`config.mk`:
```
export PLATFORM = sky130hd
export DESIGN_NAME = ps2_host_tx
export DESIGN_NICKNAME = d
export VERILOG_FILES = /design/src/rtl/ps2_host_tx.sv
export SDC_FILE = /design/constraint.sdc
export NUM_CORES = 1
export LEC_CHECK = 0
export BUFFER_PORTS_ARGS = -buffer_cell sky130_fd_sc_hd__buf_2
export CAP_MARGIN = 20
export CORE_UTILIZATION = 51
export CTS_CLUSTER_DIAMETER = 80
export CTS_CLUSTER_SIZE = 12
export DETAILED_ROUTE_END_ITERATION = 7
export PLACE_DENSITY = 0.84
export REMOVE_ABC_BUFFERS = 1
export SLEW_MARGIN = 10
export SYNTH_ARGS = -nofsm -noshare
export SYNTH_HDL_FRONTEND = slang
export SYNTH_SLANG_ARGS = --single-unit
```
`constraint.sdc`:
```
create_clock -name clk -period 1.8 [get_ports clk]
set_clock_uncertainty 0.1 [all_clocks]
set_input_delay 0.18 -clock clk [delete_from_list [all_inputs] [get_ports clk]]
set_output_delay 0.18 -clock clk [all_outputs]
set_load 0.02 [all_outputs]
```
`src/rtl/ps2_host_tx.sv`:
```
// PS/2 host-to-device byte transmitter driving open-drain clock/data lines.
// Optional transfer watchdog: define PS2_HOST_TX_TIMEOUT_EN.
module ps2_host_tx #(
  parameter int CLK_FREQ   = 50_000_000,
  parameter int INHIBIT_US = 100,
  parameter int TIMEOUT_MS = 15
) (
  input  logic       clk,
  input  logic       rst_n,
  input  logic [7:0] tx_data,
  input  logic       tx_valid,
  output logic       tx_ready,
  input  logic       ps2_clk_in,
  input  logic       ps2_data_in,
  output logic       ps2_clk_oe,
  output logic       ps2_data_oe,
  output logic       tx_done,
  output logic       tx_ack_ok,
  output logic       tx_error
);

  localparam int INH_CYC = (CLK_FREQ / 1_000_000) * INHIBIT_US;
  localparam int IW      = $clog2(INH_CYC + 2);
  localparam logic [IW-1:0] INH_LD =
    IW'(INH_CYC > 0 ? INH_CYC - 1 : 0);
  localparam int WD_LIM  = (CLK_FREQ / 1000) * TIMEOUT_MS;

  typedef enum logic [2:0] {
    S_IDLE,
    S_INHIBIT,
    S_REQUEST,
    S_SHIFT,
    S_ACK,
    S_RELEASE,
    S_DONE
  } state_e;

  state_e        state_q;
  logic [1:0]    clk_s_q;
  logic [1:0]    dat_s_q;
  logic          clk_prev_q;
  logic [7:0]    data_q;
  logic          par_q;
  logic [IW-1:0] cnt_q;
  logic [3:0]    bit_q;
  logic          ready_q;
  logic          clk_oe_q;
  logic          dat_oe_q;
  logic          done_q;
  logic          ack_q;

  logic clk_sync;
  logic dat_sync;
  logic fall;
  logic wd_exp;

  assign clk_sync = clk_s_q[1];
  assign dat_sync = dat_s_q[1];
  assign fall     = clk_prev_q & ~clk_sync;

`ifdef PS2_HOST_TX_TIMEOUT_EN
  localparam int WW = $clog2(WD_LIM + 2);

  logic [WW-1:0] wd_q;
  logic          err_q;
  logic          in_xfer;

  assign in_xfer = (state_q == S_SHIFT) ||
                   (state_q == S_ACK) ||
                   (state_q == S_RELEASE);
  assign wd_exp  = in_xfer && (wd_q >= WW'(WD_LIM - 1));
  assign tx_error = err_q;

  // REQUEST counts as the first watchdog cycle
  always_ff @(posedge clk) begin
    if (!rst_n) begin
      wd_q  <= '0;
      err_q <= 1'b0;
    end else begin
      err_q <= wd_exp;
      if (state_q == S_REQUEST) begin
        wd_q <= WW'(1);
      end else if (in_xfer && !wd_exp) begin
        wd_q <= wd_q + 1'b1;
      end
    end
  end
`else
  logic unused_wd;

  assign wd_exp    = 1'b0;
  assign unused_wd = ^WD_LIM;
  assign tx_error  = 1'b0;
`endif

  always_ff @(posedge clk) begin
    if (!rst_n) begin
      state_q    <= S_IDLE;
      clk_s_q    <= 2'b11;
      dat_s_q    <= 2'b11;
      clk_prev_q <= 1'b1;
      data_q     <= '0;
      par_q      <= 1'b0;
      cnt_q      <= '0;
      bit_q      <= '0;
      ready_q    <= 1'b1;
      clk_oe_q   <= 1'b0;
      dat_oe_q   <= 1'b0;
      done_q     <= 1'b0;
      ack_q      <= 1'b0;
    end else begin
      clk_s_q    <= {clk_s_q[0], ps2_clk_in};
      dat_s_q    <= {dat_s_q[0], ps2_data_in};
      clk_prev_q <= clk_sync;
      if (wd_exp) begin
        state_q  <= S_IDLE;
        ready_q  <= 1'b1;
        clk_oe_q <= 1'b0;
        dat_oe_q <= 1'b0;
      end else begin
        unique case (state_q)
          S_IDLE: begin
            if (tx_valid) begin
              data_q   <= tx_data;
              par_q    <= ~^tx_data;
              cnt_q    <= INH_LD;
              ack_q    <= 1'b0;
              ready_q  <= 1'b0;
              clk_oe_q <= 1'b1;
              state_q  <= S_INHIBIT;
            end
          end
          S_INHIBIT: begin
            cnt_q <= cnt_q - 1'b1;
            if (cnt_q <= IW'(1)) begin
              dat_oe_q <= 1'b1;
              state_q  <= S_REQUEST;
            end
          end
          S_REQUEST: begin
            clk_oe_q <= 1'b0;
            bit_q    <= '0;
            state_q  <= S_SHIFT;
          end
          S_SHIFT: begin
            if (fall) begin
              bit_q <= bit_q + 1'b1;
              unique case (1'b1)
                bit_q < 4'd8:
                  dat_oe_q <= ~data_q[bit_q[2:0]];
                bit_q == 4'd8:
                  dat_oe_q <= ~par_q;
                default: begin
                  dat_oe_q <= 1'b0;
                  state_q  <= S_ACK;
                end
              endcase
            end
          end
          S_ACK: begin
            if (fall) begin
              ack_q   <= ~dat_sync;
              state_q <= S_RELEASE;
            end
          end
          S_RELEASE: begin
            if (clk_sync && dat_sync) begin
              done_q  <= 1'b1;
              state_q <= S_DONE;
            end
          end
          S_DONE: begin
            done_q  <= 1'b0;
            ready_q <= 1'b1;
            state_q <= S_IDLE;
          end
          default: begin
            ready_q  <= 1'b1;
            clk_oe_q <= 1'b0;
            dat_oe_q <= 1'b0;
            state_q  <= S_IDLE;
          end
        endcase
      end
    end
  end

  assign tx_ready    = ready_q;
  assign ps2_clk_oe  = clk_oe_q;
  assign ps2_data_oe = dat_oe_q;
  assign tx_done     = done_q;
  assign tx_ack_ok   = ack_q;

endmodule

```
# After elaboration in Yosys (flattened, before gate mapping)
# Cells that the tools add are included.
# Widths: inputs -> output; s select.
# word_totals
mem_bits_ro	0
n_memories	0
latch_bits	0
ramBits	0
output_inout_bits	6
ff_bits	39
# classes
multipliers	0
add_sub_neg	2
muxes	25
bitwise_logic	8
shift	0
div_mod_pow	0
eq_ne	13
order_cmp	3
reduce_logical	20
# ops
cell	n
$pmux 13 s2	1
$mux 3	6
$pmux 3 s6	1
$reduce_or 5->1	3
$le 13x1->1 const B	1
$mux 13	1
$sub 13x1->13 const B	1
$ne 2x2->1 const B	6
$reduce_and 2->1	6
$pmux 1 s2	5
$eq 3x3->1 const B	3
$pmux 4 s2	1
$reduce_bool 2->1	4
$reduce_xnor 8->1	1
$mux 1	7
$not 1->1	7
$eq 3x2->1 const B	2
$reduce_and 3->1	2
$reduce_and 6->1	1
$add 4x1->4 const B	1
$eq 4x4->1 const B	1
$lt 3x4->1 const B	1
$lt 4x4->1 const B	1
$mux 4	1
7 further kinds	7

# Longest topological paths before layout
# Gate-level depths: netlist (run 1).
# depth
depth_word	6
mapped_depth	8
mapped_depth_nobuf	7

# Least setup slack after synthesis (run 1)
# No wires, ideal clock.
# synth_path
kind	reg2reg
startpoint	register bit_q[0]
endpoint	register dat_oe_q, in the netlist ps2_data_oe
required_time_ps	1642
t_arrival_ps	1611
n_path_buf	1
path_slack_ps	30
stages_incl_launch_ff	7
path_cell_list	dfxtp_1 buf_6 mux4_2 and2_1 o311ai_1 and4_1 o21a_1
# synth_between
elab_chain_len	6
elab_cells_between_ends	8
# synth_lines
element	line_no	rtl
start, declared	45	logic [3:0] bit_q;
start signal, assigned	147	bit_q <= bit_q + 1'b1;
$bmux 1 s3	150	dat_oe_q <= ~data_q[bit_q[2:0]];
$mux 1 (not written as such)	150	
$not 1->1	150	
$pmux 1 s2 *	148	unique case (1'b1)
$mux 1 *	146	if (fall) begin
$pmux 1 s3 *	121	unique case (state_q)
end signal, assigned	150	
end signal, assigned	152	dat_oe_q <= ~par_q;
end, declared	48	logic dat_oe_q;
# Mark *: on every way between the ends. The rest lies on a longest branch, timed or not. The select of a mux whose other input is x is not followed.
# A chain may end at the register's enable or synchronous reset.

# Worst setup path after layout (run 1)
# Same ends and word-level chain as after synthesis.

==> results.txt, run 1 <==
Status = completed
Die Span X = 63.1 um
Storage element area = 785 um^2
Area growth, synth to finish = 20.5%
Setup crit start kind = flip-flop
Dpl hpwl = 2.85 mm
CTS Sinks = 39
Synth top area share = 41.0%
Total CTS buffers = 5
Post-synthesis cell type count = 53
CP required = 1940 ps
Final Net Count = 273
Die area = 3980 um^2
Worst Hold Class = in -> reg
Final worst slack = 41.8 ps
Slew HR = 66.4%
Remaining global-route overflow = 0
Max H-tree Level = 2
Drt wl/cell = 13.8 um
Core Area = 3470 um^2
Commonest non-fill, non-tap cell in the layout = dfxtp_1
Post-synth EDFFs = 0
Clk root buf = clkbuf_8
Largest net degree at the start of global routing = 29
Io pins = 19
DRT iter0 DRCs = 110
Synth Instances = 225
Wirelength, routed = 4.19 mm
CTS tree = done
Hold Vio Cnt, Final = 0
Fillers = 280
Max cap viols = 0
RSZ-0062 raised after global routing = true
Syn_area_per_cell = 8.46 um^2
Synth top area cells = dfxtp_1 41%, nand2_1 5.3%, a21oi_1 5.3%, xnor2_1 4.1%, nor2_1 3.7%
Maximum VDD drop = 0.575 mV
PortBufs = 17
Yosys top cell by area = dfxtp_1
Initial antenna violation count = 0
Final slew viol count = 0
Arr. time, crit path = 1900 ps
First drt pass iteration count = 4
Period minus WS final = 1760 ps
CP Cell Sequence = mux4_2, and2_4, o311ai_2, and4_1, o21a_1
WHS = 21.2 ps
Drt drc = 0
Via count = 1724
Power per cell area = 981 nW/um^2
Worst path slowest cell = mux4_2
Clock Latency Late Sink = 300 ps
Crit Path Max Fanout = 4
Setup violators final = 0
Leakage power = 0.855 nW
Antenna diodes = 0
Deepest clock path buffer count = 2
Fmax = 0.569 GHz
Ys flop type = dfxtp_1
Fin crit share = 97.7%
Via count of the first global-routing pass = 1561
Die Ht = 63.1 um
Antenna-violating nets left = 0
Share of cells above drive strength 1 = 23.0%
Vias per cell = 5.69
Gp weighted congestion = 0.821
Initial core utilization = 54.9%
Commonest cells after routing, fill and taps aside = 38 x dfxtp_1, 27 x nand2_1, 20 x a21oi_1
Row cnt = 21
First-pass GRT wire length = 6.67 mm
Worst-Margin Slew = 504 ps
Crit Path Class = reg -> reg
CP max stage delay = 500 ps
Yosys warning total = 0
Clock transition at path regs = 80 ps
Post-Place Setup Slack = -7.76 ps
Synthesized area = 1900 um^2
Async set-reset flop share out of synthesis = 0%
Multi-input combinational cell area = 1090 um^2
CP endpoint kind = flip-flop
Global-route usage over all layers = 22.0%
Register area share after synthesis = 41.0%
Yosys reg bits = 39
-- registers in the layout, indices dropped and copies added (netlist names) --
name,cells
cnt_q,13
ps2_clk_oe,1
tx_ack_ok,1
tx_ready,1
par_q,1
clk_s_q,2
dat_s_q,2
bit_q,4
tx_done,1
state_q,3
data_q,8
ps2_data_oe,1
clk_prev_q,1
-- cell type report --
cell class	instances	share of cell area, %
clock buffer	5	3.00
clock inverter	3	1.09
inverter	8	1.31
multi-input combinational	167	47.5
sequential	39	34.2
tap	46	2.51
timing repair buffer	35	10.4
-- path summary, 6_finish.rpt --
check / from / to / slack, ps / depth (start not counted)
min: tx_data[0] / data_q[0] / 20 / 3
max: bit_q[0] / ps2_data_oe / 40 / 5
max reg2reg: bit_q[0] / ps2_data_oe / 40 / 5
min reg2reg: dat_s_q[0] / dat_s_q[1] / 310 / 1
-- Yosys cell counts (2+ instances only) --
cell type	instances
a311oi_1	2
nor2_1	19
a211oi_1	5
nand2_1	27
ha_1	4
or3_1	3
a22oi_1	2
nor3_1	9
o21ai_1	2
or4_1	3
o21a_1	2
buf_2	2
nor4_1	2
nand3_1	6
o221ai_1	2
nor2b_1	3
a21oi_1	20
o211ai_1	2
o311ai_1	2
clkbuf_1	7
o21ai_0	4
xnor2_1	9
nor3b_1	2
nand3b_1	3
nand2b_1	8
inv_1	7
nand4_1	2
and2_1	3
dfxtp_1	39
-- critical path, delay by kind of cell, from the launching register on --
| kind | cells | cell delay (ps) |
|---|---|---|
| multiplexers | 1 | 500 |
| flip-flops | 1 | 370 |
| AO/OA/AOI/OAI | 2 | 370 |
| AND/OR/NAND/NOR | 2 | 360 |
-- power by group --
part           internal, W  switching (W)
registers         0.000951      0.0000780
logic             0.000277       0.000343
clock network     0.000277       0.000326
-- per-layer routing --
layer,wire (um),vias to the layer above,global-route usage [%]
met1,1880,812,24.8
li1,-,866,-
met2,2060,41,37.2
met4,70,0,10.5
met3,176,5,7.07
met5,0,-,0
-- repair_timing --
| item | CTS | global route |
|---|---|---|
| gates resized for setup | 1 | 11 |
| hold buffers | 2 | 0 |
| setup endpoints to repair | 1 | 16 |
| endpoints found under the hold margin | 2 | 0 |
| pin swaps | 0 | 4 |
| setup buffers | 0 | 1 |
-- kinds of logic (layout without fill, tap and decap cells) --
logic type / count (synthesis) / count (layout) / synth area share (%)
flops: 39 / 39 / 41.0
buf+inv: 19 / 51 / 4.47
mux: 4 / 4 / 2.89
compound gates: 52 / 52 / 18.0
simple gates: 97 / 97 / 26.7
xor+xnor: 9 / 9 / 4.14
fa+ha+maj: 4 / 4 / 2.63
other cells: 1 / 1 / 0.197
-- per-stage QoR --
stage	setup TNS (ps)	power (W)	std cells	instance area (um^2)	util, %
2_1_floorplan	-34.1	0.00141	214	1850	-
3_5_place_dp	-7.76	0.00162	292	2120	61.0
5_1_grt	-14.9	0.00238	303	2290	66.2
3_3_place_gp	0	0.00159	292	2120	61.0
4_1_cts	0	0.00222	302	2230	64.4
6_report	0	0.00225	303	2290	66.2
(Power assumes the default switching activity.)
==> run 2: changes to the inputs <==
MAX_ROUTING_LAYER = met4   (was unset)
==> results.txt, run 2 (same netlist as run 1, synthesis figures left out) <==
Status = completed
Core Area = 3470 um^2 (unchanged)
RSZ-0062 raised after global routing = true
Total negative slack = 0 ps (unchanged)
First-pass GRT wire length = 6.67 mm (unchanged)
Most flops, register = cnt_q
Die Ht = 63.1 um (unchanged)
Initial antenna violation count = 0 (unchanged)
CTS tree = done
Die Span X = 63.1 um (unchanged)
Setup crit start kind = flip-flop
Total power = 0.00225 W (about the same)
WP buf/inv = 0 (unchanged)
Gp weighted congestion = 0.833 (+1.5%)
Leakage power = 0.855 nW (unchanged)
Clock Latency Late Sink = 300 ps (about the same)
Via count = 1725 (+0.058%)
Worst-Margin Slew = 504 ps (+0.00232 ps)
Via count of the first global-routing pass = 1561 (unchanged)
Remaining global-route overflow = 0 (unchanged)
Antenna-violating nets left = 0 (unchanged)
Io pins = 19 (unchanged)
CP required = 1950 ps (about the same)
PortBufs = 17 (unchanged)
Fin crit share = 97.7% (about the same)
Commonest non-fill, non-tap cell in the layout = dfxtp_1
CP Cell Sequence = mux4_2, and2_4, o311ai_2, and4_1, o21a_1
Hold Vio Cnt, Final = 0 (unchanged)
Drt wl/cell = 13.8 um (about the same)
Drt drc = 0 (unchanged)
Row cnt = 21 (unchanged)
Final slew viol count = 0 (unchanged)
Largest net degree at the start of global routing = 29 (unchanged)
Antenna diodes = 0 (unchanged)
Dpl hpwl = 2.85 mm (unchanged)
Wl on met1 = 1.88 mm (unchanged)
Worst Hold Class = in -> reg
Met2 wire length = 2.06 mm (unchanged)
Die area = 3980 um^2 (unchanged)
Clk root buf = clkbuf_8
CP max stage delay = 500 ps (about the same)
Share of cells above drive strength 1 = 23.0% (unchanged)
Crit Path Max Fanout = 4 (unchanged)
CP endpoint kind = flip-flop
Period minus WS final = 1760 ps (-0.00800 ps)
Top flop regs = cnt_q: 13 flops, data_q: 8 flops, bit_q: 4 flops
Max cap viols = 0 (unchanged)
Final worst slack = 41.8 ps (+0.00800 ps)
Worst path slowest cell = mux4_2
Deepest clock path buffer count = 2 (unchanged)
DR top layer = met4
Flip-flop count of the largest register after layout = 13 (unchanged)
Worst path top cell family by delay = multiplexers
First drt pass iteration count = 4 (unchanged)
CTS Sinks = 39 (unchanged)
Fillers = 280 (unchanged)
Vias per cell = 5.69 (about the same)
Maximum VDD drop = 0.576 mV (about the same)
Post-Place Setup Slack = -7.76 ps (unchanged)
Setup violators final = 0 (unchanged)
Final std cell area, no fill = 2290 um^2 (unchanged)
Placed cell areas = 2120 um^2 (unchanged)
Fmax = 0.569 GHz (about the same)
Max H-tree Level = 2 (unchanged)
Final Net Count = 273 (unchanged)
Wirelength, routed = 4.19 mm (about the same)
Slew HR = 66.4% (about the same)
Initial core utilization = 54.9% (unchanged)
Total CTS buffers = 5 (unchanged)
Crit Path Class = reg -> reg
Met3 Wirelength = 181 um (+2.8%)
Power per cell area = 982 nW/um^2 (about the same)
Area growth, synth to finish = 20.5% (unchanged)
DRT iter0 DRCs = 110 (unchanged)
Clock transition at path regs = 80 ps (about the same)
Arr. time, crit path = 1900 ps (about the same)
Commonest cells after routing, fill and taps aside = 38 x dfxtp_1, 27 x nand2_1, 20 x a21oi_1
Global-route usage over all layers = 22.6% (+0.63 points)
## run 2: cell counts in the layout (fill, tap and decap cells not counted)
Identical to the previous run, type by type.
## run 2: area by class of cell
cell class	instances	area, um^2	share of cell area, %
clock buffers	5	68.8	3.00
clock inverters	3	25.0	1.09
inverters	8	30.0	1.31
multi-input cells	167	1090	47.5
flip-flops and latches	39	785	34.2
well taps	46	57.6	2.51
repair buffers	35	238	10.4
## run 2: worst reg2reg max path, cell delays in order (launching register included)
cell	delay, ps
dfxtp_4	370
mux4_2	500
and2_4	150
o311ai_2	240
and4_1	210
o21a_1	130
## run 2: path summary, 6_finish.rpt
check | to | slack [ps] | start | cells after the start
max | ps2_data_oe | 40 | bit_q[0] | 5
min | data_q[0] | 20 | tx_data[0] | 3
max reg2reg | ps2_data_oe | 40 | bit_q[0] | 5
min reg2reg | dat_s_q[1] | 310 | dat_s_q[0] | 1
## run 2: repair_timing
action / CTS / global route
endpoints found under the setup margin: 1 / 16
gates resized for setup: 1 / 11
cloned: 0 / 0
pin swaps: 0 / 4
setup buffers: 0 / 1
endpoints found under the hold margin: 2 / 0
hold buffers: 2 / 0
## run 2: stage by stage
step | hold slack (ps) | util [%] | instances
final | 20.8 | 66.2 | 303
after global routing | 24.7 | 66.2 | 303
after CTS | 15.1 | 64.4 | 302
after detailed placement | 266 | 61.0 | 292
after global placement | 263 | 61.0 | 292
after floorplan | 153 | - | 214
## run 2: metal layers
layer / up-vias / GRT usage (%)
met1: 812 / 24.8
met3: 6 / 7.07
met2: 41 / 37.2
met4: 0 / 10.5
li1: 866 / -
met5: - / -
## run 2: report_power, final
part	internal (W)	leakage, nW	switching (W)
registers	0.000951	0.321	0.0000780
logic	0.000277	0.490	0.000343
clock network	0.000277	0.0443	0.000327
==> run 3: changes to the inputs <==
MAX_ROUTING_LAYER = unset   (was met4)
PLACE_DENSITY = 0.81   (was 0.84)
clock period = 1.9 ns   (was 1.8 ns; I/O delays follow)
==> results.txt, run 3 (same netlist as run 1, synthesis figures left out) <==
Status = completed
Global-route usage over all layers = 21.3% (-1.3 points)
Critical R2R Capture = ps2_data_oe
Vias per cell = 5.54 (-2.7%)
Reg2Reg Depth = 5 (unchanged)
CP endpoint kind = flip-flop
Share of power burned in registers = 45.6% (about the same)
Final Net Count = 265 (-2.9%)
PortBufs = 17 (unchanged)
Via count = 1629 (-5.6%)
Commonest non-fill, non-tap cell in the layout = dfxtp_1
Reg2reg start = bit_q[0]
CTS tree = done
Antenna diodes = 0 (unchanged)
Max cap viols = 0 (unchanged)
Switching power share of the total = 29.8% (-3.4 points)
Maximum VDD drop = 0.639 mV (+11%)
Gp weighted congestion = 0.778 (-6.6%)
Share of cells above drive strength 1 = 17.3% (-5.6 points)
Top flop regs = cnt_q: 13 flops, data_q: 8 flops, bit_q: 4 flops
Fin crit share = 93.0% (-4.7 points)
Setup crit start kind = flip-flop
Worst Hold Class = in -> reg
Crit Path Class = reg -> reg
Crit Path Max Fanout = 4 (unchanged)
Net Switching = 0.000638 W (-15%)
First-pass GRT wire length = 6.69 mm (+0.32%)
Fmax = 0.566 GHz (-0.45%)
Initial antenna violation count = 0 (unchanged)
Clock Latency Late Sink = 290 ps (about the same)
Arr. time, crit path = 1910 ps (about the same)
Row cnt = 21 (unchanged)
Total power = 0.00214 W (-5.0%)
Wirelength, routed = 3.81 mm (-9.1%)
Die area = 3980 um^2 (unchanged)
Clock transition at path regs = 70 ps (about the same)
Via count of the first global-routing pass = 1563 (+0.13%)
Core Area = 3470 um^2 (unchanged)
Period minus WS final = 1770 ps (+7.91 ps)
Most flops, register = cnt_q
Fillers = 310 (+11%)
Clk root buf = clkbuf_8
Reg2reg setup slack = 130 ps (+90 ps)
First drt pass iteration count = 4 (unchanged)
Leakage power = 0.809 nW (-5.4%)
Total CTS buffers = 5 (unchanged)
Post-CTS Setup Inserts = 0 (unchanged)
Pint = 0.00150 W (-0.11%)
Total negative slack = 0 ps (unchanged)
Hold Vio Cnt, Final = 0 (unchanged)
Commonest cells after routing, fill and taps aside = 38 x dfxtp_1, 27 x nand2_1, 20 x a21oi_1
Drt wl/cell = 13.0 um (-6.3%)
Part of the power in the clock network = 30.8% (+4.0 points)
Io pins = 19 (unchanged)
Die Span X = 63.1 um (unchanged)
Max H-tree Level = 2 (unchanged)
Final slew viol count = 0 (unchanged)
Die Ht = 63.1 um (unchanged)
Dpl hpwl = 2.65 mm (-6.9%)
Remaining global-route overflow = 0 (unchanged)
Power per cell area = 976 nW/um^2 (-0.56%)
Area growth, synth to finish = 15.2%
Initial core utilization = 54.9% (unchanged)
Comb pwr share = 23.7% (-3.8 points)
Drt drc = 0 (unchanged)
DRT iter0 DRCs = 82 (-25%)
Flip-flop count of the largest register after layout = 13 (unchanged)
CP required = 2050 ps (+100 ps)
Largest net degree at the start of global routing = 29 (unchanged)
CTS Sinks = 39 (unchanged)
Critical path capture point = ps2_data_oe
Antenna-violating nets left = 0 (unchanged)
Deepest clock path buffer count = 2 (unchanged)
Start point of the critical path = bit_q[0]
Setup violators final = 0 (unchanged)
run 3: changes by cell type in the layout (fill, tap and decap cells not counted), moves of 2 or more:
cell      change
nor3b_1       +2
clkinv_4      -2
nor3b_2       -2
buf_4         -7
run 3: timing repair:
| action | in CTS | in global routing |
|---|---|---|
| resized for setup | 0 | 4 |
| setup endpoints to repair | 0 | 4 |
| endpoints found under the hold margin | 2 | 0 |
| hold buffers | 2 | 0 |
run 3: worst min path at each step:
| stage | startpoint | endpoint | slack [ps] | cells after the start |
|---|---|---|---|---|
| global placement | ps2_clk_in | clk_s_q[0] | 270 | 2 |
| CTS | tx_data[1] | data_q[1] | 40 | 3 |
| global route | tx_data[7] | data_q[7] | 50 | 3 |
| floorplan | rst_n | clk_s_q[0] | 160 | 1 |
| detailed placement | ps2_clk_in | clk_s_q[0] | 280 | 2 |
| finish | tx_data[3] | data_q[3] | 50 | 3 |
run 3: cell type report:
class / instances / area, um^2 / share of cell area, %
multi-input combinational: 167 / 1060 / 48.1
inverter: 8 / 30.0 / 1.37
tap: 46 / 57.6 / 2.62
sequential: 39 / 782 / 35.7
timing repair buffer: 27 / 165 / 7.53
clock inverter: 1 / 30.0 / 1.37
clock buffer: 6 / 72.6 / 3.31
run 3: routing by layer:
metal | wire, um | GRT usage (%)
met1 | 1780 | 26.1
met2 | 1790 | 34.4
met3 | 146 | 4.53
met4 | 90 | 11.9
met5 | 0 | 0
run 3: stage by stage:
stage                     worst slack, ps  utilization, %  instances  cell area, um^2  hold WS, ps
final                                 134            63.2        294             2190         49.3
after global routing                -19.7            63.2        294             2190         51.0
after CTS                            67.2            62.7        294             2170         44.0
after detailed placement             92.2            59.2        285             2050          277
after global placement                103            59.2        285             2050          271
after floorplan                      78.6               -        214             1850          163
run 3: critical path, stage by stage (launching register included):
cell and delay, ps:
dfxtp_2 370, mux4_2 490, and2_1 180, o311ai_1 260, and4_1 220, o21a_1 100
run 3: power groups by stage:
stage | logic [W] | registers [W] | clock network (W)
2_1_floorplan | 0.000333 | 0.00100 | 0
3_3_place_gp | 0.000481 | 0.000988 | 0
3_5_place_dp | 0.000492 | 0.000990 | 0
4_1_cts | 0.000500 | 0.000972 | 0.000674
5_1_grt | 0.000570 | 0.000989 | 0.000713
6_report | 0.000507 | 0.000975 | 0.000659
